==> src/rtl/dmi_regbus_bridge.sv <==
// DMI target bridging one debug request at a time onto a req/ack register bus,
// with a bus timeout so a hung slave still yields a failed DMI response.
module dmi_regbus_bridge #(
  parameter int unsigned ADDR_W  = 7,
  parameter int unsigned DATA_W  = 32,
  parameter int unsigned TIMEOUT = 255
) (
  input  logic              clk,
  input  logic              reset,
  input  logic              dmi_req_valid,
  output logic              dmi_req_ready,
  input  logic [ADDR_W-1:0] dmi_req_addr,
  input  logic [1:0]        dmi_req_op,
  input  logic [DATA_W-1:0] dmi_req_data,
  output logic              dmi_resp_valid,
  input  logic              dmi_resp_ready,
  output logic [1:0]        dmi_resp_resp,
  output logic [DATA_W-1:0] dmi_resp_data,
  output logic              rb_req,
  output logic              rb_we,
  output logic [ADDR_W-1:0] rb_addr,
  output logic [DATA_W-1:0] rb_wdata,
  input  logic              rb_ack,
  input  logic              rb_err,
  input  logic [DATA_W-1:0] rb_rdata,
  output logic              busy
);

  // Keep the counter at least one bit wide when the timeout is disabled.
  localparam int unsigned CNT_W = (TIMEOUT > 0) ? $clog2(TIMEOUT + 1) : 1;

  localparam logic [1:0] RESP_OK   = 2'd0;
  localparam logic [1:0] RESP_FAIL = 2'd2;

  typedef enum logic [1:0] {IDLE, BUS, RESP} state_e;

  state_e              state_q, state_d;
  logic                rb_req_q, rb_req_d;
  logic                rb_we_q, rb_we_d;
  logic [ADDR_W-1:0]   rb_addr_q, rb_addr_d;
  logic [DATA_W-1:0]   rb_wdata_q, rb_wdata_d;
  logic [1:0]          resp_q, resp_d;
  logic [DATA_W-1:0]   rdata_q, rdata_d;
  logic [CNT_W-1:0]    cnt_q, cnt_d;
  logic                timeout_hit;

  assign timeout_hit = (TIMEOUT != 0) && (cnt_q == CNT_W'(TIMEOUT - 1));

  always_ff @(posedge clk or negedge reset) begin
    if (!reset) begin
      state_q    <= IDLE;
      rb_req_q   <= 1'b0;
      rb_we_q    <= 1'b0;
      rb_addr_q  <= '0;
      rb_wdata_q <= '0;
      resp_q     <= RESP_OK;
      rdata_q    <= '0;
      cnt_q      <= '0;
    end else begin
      state_q    <= state_d;
      rb_req_q   <= rb_req_d;
      rb_we_q    <= rb_we_d;
      rb_addr_q  <= rb_addr_d;
      rb_wdata_q <= rb_wdata_d;
      resp_q     <= resp_d;
      rdata_q    <= rdata_d;
      cnt_q      <= cnt_d;
    end
  end

  always_comb begin
    state_d    = state_q;
    rb_req_d   = rb_req_q;
    rb_we_d    = rb_we_q;
    rb_addr_d  = rb_addr_q;
    rb_wdata_d = rb_wdata_q;
    resp_d     = resp_q;
    rdata_d    = rdata_q;
    cnt_d      = cnt_q;
    unique case (state_q)
      IDLE: begin
        if (dmi_req_valid) begin
          unique case (dmi_req_op)
            2'd1, 2'd2: begin
              rb_req_d   = 1'b1;
              rb_we_d    = (dmi_req_op == 2'd2);
              rb_addr_d  = dmi_req_addr;
              rb_wdata_d = dmi_req_data;
              cnt_d      = '0;
              state_d    = BUS;
            end
            2'd0: begin
              resp_d  = RESP_OK;
              rdata_d = '0;
              state_d = RESP;
            end
            default: begin
              resp_d  = RESP_FAIL;
              rdata_d = '0;
              state_d = RESP;
            end
          endcase
        end
      end
      BUS: begin
        // Error beats ack, ack beats timeout.
        if (rb_err) begin
          resp_d   = RESP_FAIL;
          rdata_d  = '0;
          rb_req_d = 1'b0;
          state_d  = RESP;
        end else if (rb_ack) begin
          resp_d   = RESP_OK;
          rdata_d  = rb_we_q ? '0 : rb_rdata;
          rb_req_d = 1'b0;
          state_d  = RESP;
        end else if (timeout_hit) begin
          resp_d   = RESP_FAIL;
          rdata_d  = '0;
          rb_req_d = 1'b0;
          state_d  = RESP;
        end else begin
          cnt_d = cnt_q + CNT_W'(1);
        end
      end
      RESP: begin
        if (dmi_resp_ready) begin
          state_d = IDLE;
        end
      end
      default: state_d = IDLE;
    endcase
  end

  assign dmi_req_ready  = (state_q == IDLE);
  assign dmi_resp_valid = (state_q == RESP);
  assign busy           = (state_q != IDLE);
  assign dmi_resp_resp  = resp_q;
  assign dmi_resp_data  = rdata_q;
  assign rb_req         = rb_req_q;
  assign rb_we          = rb_we_q;
  assign rb_addr        = rb_addr_q;
  assign rb_wdata       = rb_wdata_q;

endmodule

==> config.mk <==
export PLATFORM = sky130hd
export DESIGN_NAME = dmi_regbus_bridge
export DESIGN_NICKNAME = d
export VERILOG_FILES = /design/src/rtl/dmi_regbus_bridge.sv
export SDC_FILE = /design/constraint.sdc
export NUM_CORES = 1
export LEC_CHECK = 0
export ABC_AREA = 1
export CAP_MARGIN = 20
export CORE_MARGIN = 2
export CORE_UTILIZATION = 42
export CTS_CLUSTER_DIAMETER = 200
export CTS_CLUSTER_SIZE = 30
export DETAILED_ROUTE_END_ITERATION = 8
export PLACE_DENSITY = 0.92
export SYNTH_ARGS = -nofsm -noshare
export SYNTH_HDL_FRONTEND = slang
export SYNTH_SLANG_ARGS = --single-unit
==> constraint.sdc <==
create_clock -name clk -period 1.7 [get_ports clk]
set_clock_uncertainty 0.1 [all_clocks]
set_input_delay 0.17 -clock clk [delete_from_list [all_inputs] [get_ports clk]]
set_output_delay 0.17 -clock clk [all_outputs]
set_load 0.02 [all_outputs]
==> flow_summary.json <==
{
  "num_io_pins": 157,
  "timing.critical_path.buf_inv": 2,
  "maximum_fanout_along_the_worst_path": 5,
  "antenna_cells": 0,
  "area_growth_syn_to_layout_pct": 55.4,
  "syn_inst": 407,
  "fin_nets": 657,
  "final_critical_path_setup_slack_ns": 0.0883,
  "cellLeakagePower_uw": 0.00271,
  "critical_path.top_delay_family": "flip-flops",
  "yosys_register_bits": 84,
  "netSwitchingPower_uw": 3000,
  "ys_warn_count": 0,
  "drt_pre_antenna_iters": 4,
  "power.total_uw": 8070,
  "post-route-period-util_pct": 94.8,
  "worst_hold_path_type": "input port to async pin",
  "synth.cells.most_frequent": "nand2_1, dfrtp_1, inv_1, buf_2",
  "maxSlewViolCount": 0,
  "synth_xor_xnor_area_share_pct": 0,
  "drive_gt1_share_pct": 9.50,
  "largest_net_degree_at_the_start_of_global_routing": 37,
  "die_x_um": 95.9,
  "postRouteWirelength_um": 9190,
  "yosys.area.top_type_share_pct": 59.3,
  "cell_internal_pwr_uw": 5080,
  "yosysSeqAreaShare_pct": 59.3,
  "dp_cells": 666,
  "vias": 3194,
  "post_synth_fa_ha_maj_area_fraction_pct": 1.41,
  "clockRootBuffer": "clkbuf_8",
  "max_freq_mhz": 620,
  "cts-root-to-sink-buffers": 2,
  "syn-mean-instance-area_um2": 8.71,
  "worst-r2r-cell-count": 10,
  "vias_in_the_first_global_route": 3165,
  "finalHoldViolCount": 0,
  "finish.cell_count_without_fillers": 684,
  "ir_drop_v": 0.000932,
  "buffer_ports.inserted": 155,
  "reg2reg_slack_ns": 0.17,
  "die_area_um2": 9190,
  "crit_path_dat_ns": 1.34,
  "max_cap_violations": 0,
  "antenna_found_initial": 0,
  "cts_made_buffers": 9,
  "post_synth_mux_area_share_pct": 0,
  "synth_edf_count": 0,
  "initial_utilization_pct": 43.1,
  "master_of_the_slowest_instance_on_the_critical_path": "dfrtp_2",
  "yosysTopAreaCell": "dfrtp_1",
  "ordered_list_of_cells_on_the_worst_path": "nor2_4, inv_2, dlygate4sd2_1",
  "power.clock.fraction_pct": 19.3,
  "die-height_um": 95.9,
  "worstReg2RegEnd": "dmi_resp_data[29]$_DFFE_PN0P_",
  "reg2reg_from": "cnt_q[0]$_DFFE_PN0P_",
  "gpl.final_weighted_congestion": 0.856,
  "place_hpwl_um": 7130,
  "cp.required_ns": 1.43,
  "cts.sink_count": 84,
  "top_cells_by_area_in_the_synthesized_netlist": "dfrtp_1, nand2_1, nand2_2",
  "start_kind": "flop",
  "final_period_minus_worst_setup_slack_ns": 1.61,
  "clkTransAtPathRegs_ns": 0.08,
  "fin_hold_ws_ns": 0.236,
  "synth.lib_cells_used.distinct": 25,
  "synth_compound_area_share_pct": 2.72,
  "dominant_combinational_cell_family_by_area_after_synthesis": "simple AND/OR/NAND/NOR gates",
  "wire_per_inst_um": 13.4,
  "postRouteAntennaNets": 0,
  "type_of_the_setup_path_with_the_least_slack": "flop to primary output",
  "status": "finished clean",
  "initialDrtViolationCount": 93,
  "power_density_nw_per_um2": 1470,
  "grt.total_usage_pct": 20.4,
  "power.share.switching_pct": 37.1,
  "gr-total-overflow": 0,
  "yosysMostFrequentCell": "nand2_1",
  "cts_tree": "built",
  "synth-simple-area-share_pct": 31.6,
  "detail_route.vias_per_cell": 4.67,
  "setup_violations": 0,
  "remaining_drc_errors": 0,
  "core_area_um2": 8220,
  "synthFlopType": "dfrtp_1",
  "global_route_wire_length_before_repair_um": 14600,
  "comb_power_share_pct": 43.7,
  "clock_latency_ns": 0.34,
  "grt_setup_unrepaired": "no",
  "cts.htree.levels": 3,
  "floorplan.rows": 33,
  "synthesis.area_um2": 3540,
  "placement.setup.worst_slack_ns": -0.234,
  "asyncSetResetFlopFracSynth_pct": 100,
  "cp_slowest_stage_delay_ns": 0.46,
  "power.share.sequential_pct": 37.1,
  "syn-num-nets": 490,
  "worstSetupEndpointType": "primary output"
}
## stage by stage
stage / TNS (ns) / util [%] / instance area [µm²]
floorplan: 0 / - / 3540
global placement: -15.76 / 64.2 / 5270
detailed placement: -15.75 / 64.2 / 5270
CTS: 0 / 66.9 / 5500
global route: 0 / 67.0 / 5510
finish: 0 / 67.0 / 5510
## per-layer routing
metal | part of all wire [%] | GRT usage (%) | up-vias
li1 | - | - | 1569
met1 | 41 | 24.9 | 1478
met2 | 49 | 35.5 | 135
met3 | 8.7 | 5.56 | 12
met4 | 1.3 | 5.95 | 0
met5 | 0 | 0 | -
## kinds of logic after synthesis
| logic type | count (synthesis) |
|---|---|
| other | 1 |
| AOI/OAI and AO/OA | 17 |
| and+or+nand+nor | 270 |
| adders and majority gates | 4 |
| DFF | 84 |
| buffers and inverters | 31 |
## flip-flops by register name (all words and copies together), names as in the netlist
| register | count |
|---|---|
| cnt_q | 8 |
| rb_req | 1 |
| dmi_resp_resp | 1 |
| rb_wdata | 32 |
| rb_addr | 7 |
| state_q | 2 |
| rb_we | 1 |
| dmi_resp_data | 32 |
## cell usage in the layout (no fill, tap or decap), drive strengths merged
master	instances
o21ai	12
clkinvlp	1
a21oi	2
clkbuf	9
nor2	12
buf	17
nand2	246
nor3b	1
nand3b	1
ha	4
o31ai	1
dlygate4sd3	1
o21bai	2
nor4	1
conb	1
clkinv	2
clkdlybuf4s50	150
dlygate4sd2	4
nand3	9
dfrtp	84
inv	17
bufinv	2
## power by group through the flow
stage               clock, µW  combinational (µW)  sequential (µW)
floorplan                   0                 997             3730
global placement            0                3480             3000
detailed placement          0                3580             3020
global route             1690                3820             3070
finish                   1560                3520             2990
CTS                      1610                3550             3000
## repair_timing
action,4_1_cts,5_1_grt
resized for setup,5,0
setup buffers,0,1
hold endpoints to repair,34,0
hold buffers,1,0
endpoints found under the setup margin,4,1
## worst max path at each step
stage	start	depth (start not counted)	slack, ns	end
floorplan	state_q[0]$_DFFE_PN0P_	7	0.22	state_q[1]$_DFFE_PN0P_
global placement	dmi_req_op[0]	8	-0.24	rb_wdata[14]$_DFFE_PN0P_
detailed placement	dmi_req_op[0]	10	-0.23	dmi_resp_data[29]$_DFFE_PN0P_
CTS	state_q[0]$_DFFE_PN0P_	3	0.04	busy
global route	state_q[0]$_DFFE_PN0P_	3	0.02	busy
finish	state_q[0]$_DFFE_PN0P_	3	0.09	busy
## worst register-to-register path: stages (launching register included)
cell and delay [ns]:
dfrtp_1 0.38, inv_1 0.06, ha_1 0.15, nand2_1 0.05, nor2_1 0.08, nand2_1 0.12
nand2_4 0.12, nand2_4 0.07, buf_12 0.16, nand2_1 0.08, nand2_1 0.06
## cell type report
| cell class | count | area (µm²) |
|---|---|---|
| Clock buffer | 9 | 124 |
| Sequential cell | 84 | 2100 |
| Timing Repair Buffer | 172 | 1720 |
| Clock inverter | 7 | 98.8 |
| Fill cell | 651 | 2710 |
| Multi-Input combinational cell | 292 | 1270 |
| Tap cell | 105 | 131 |
| Inverter | 15 | 56.3 |
No activity file was read; power rests on OpenSTA's default activity.
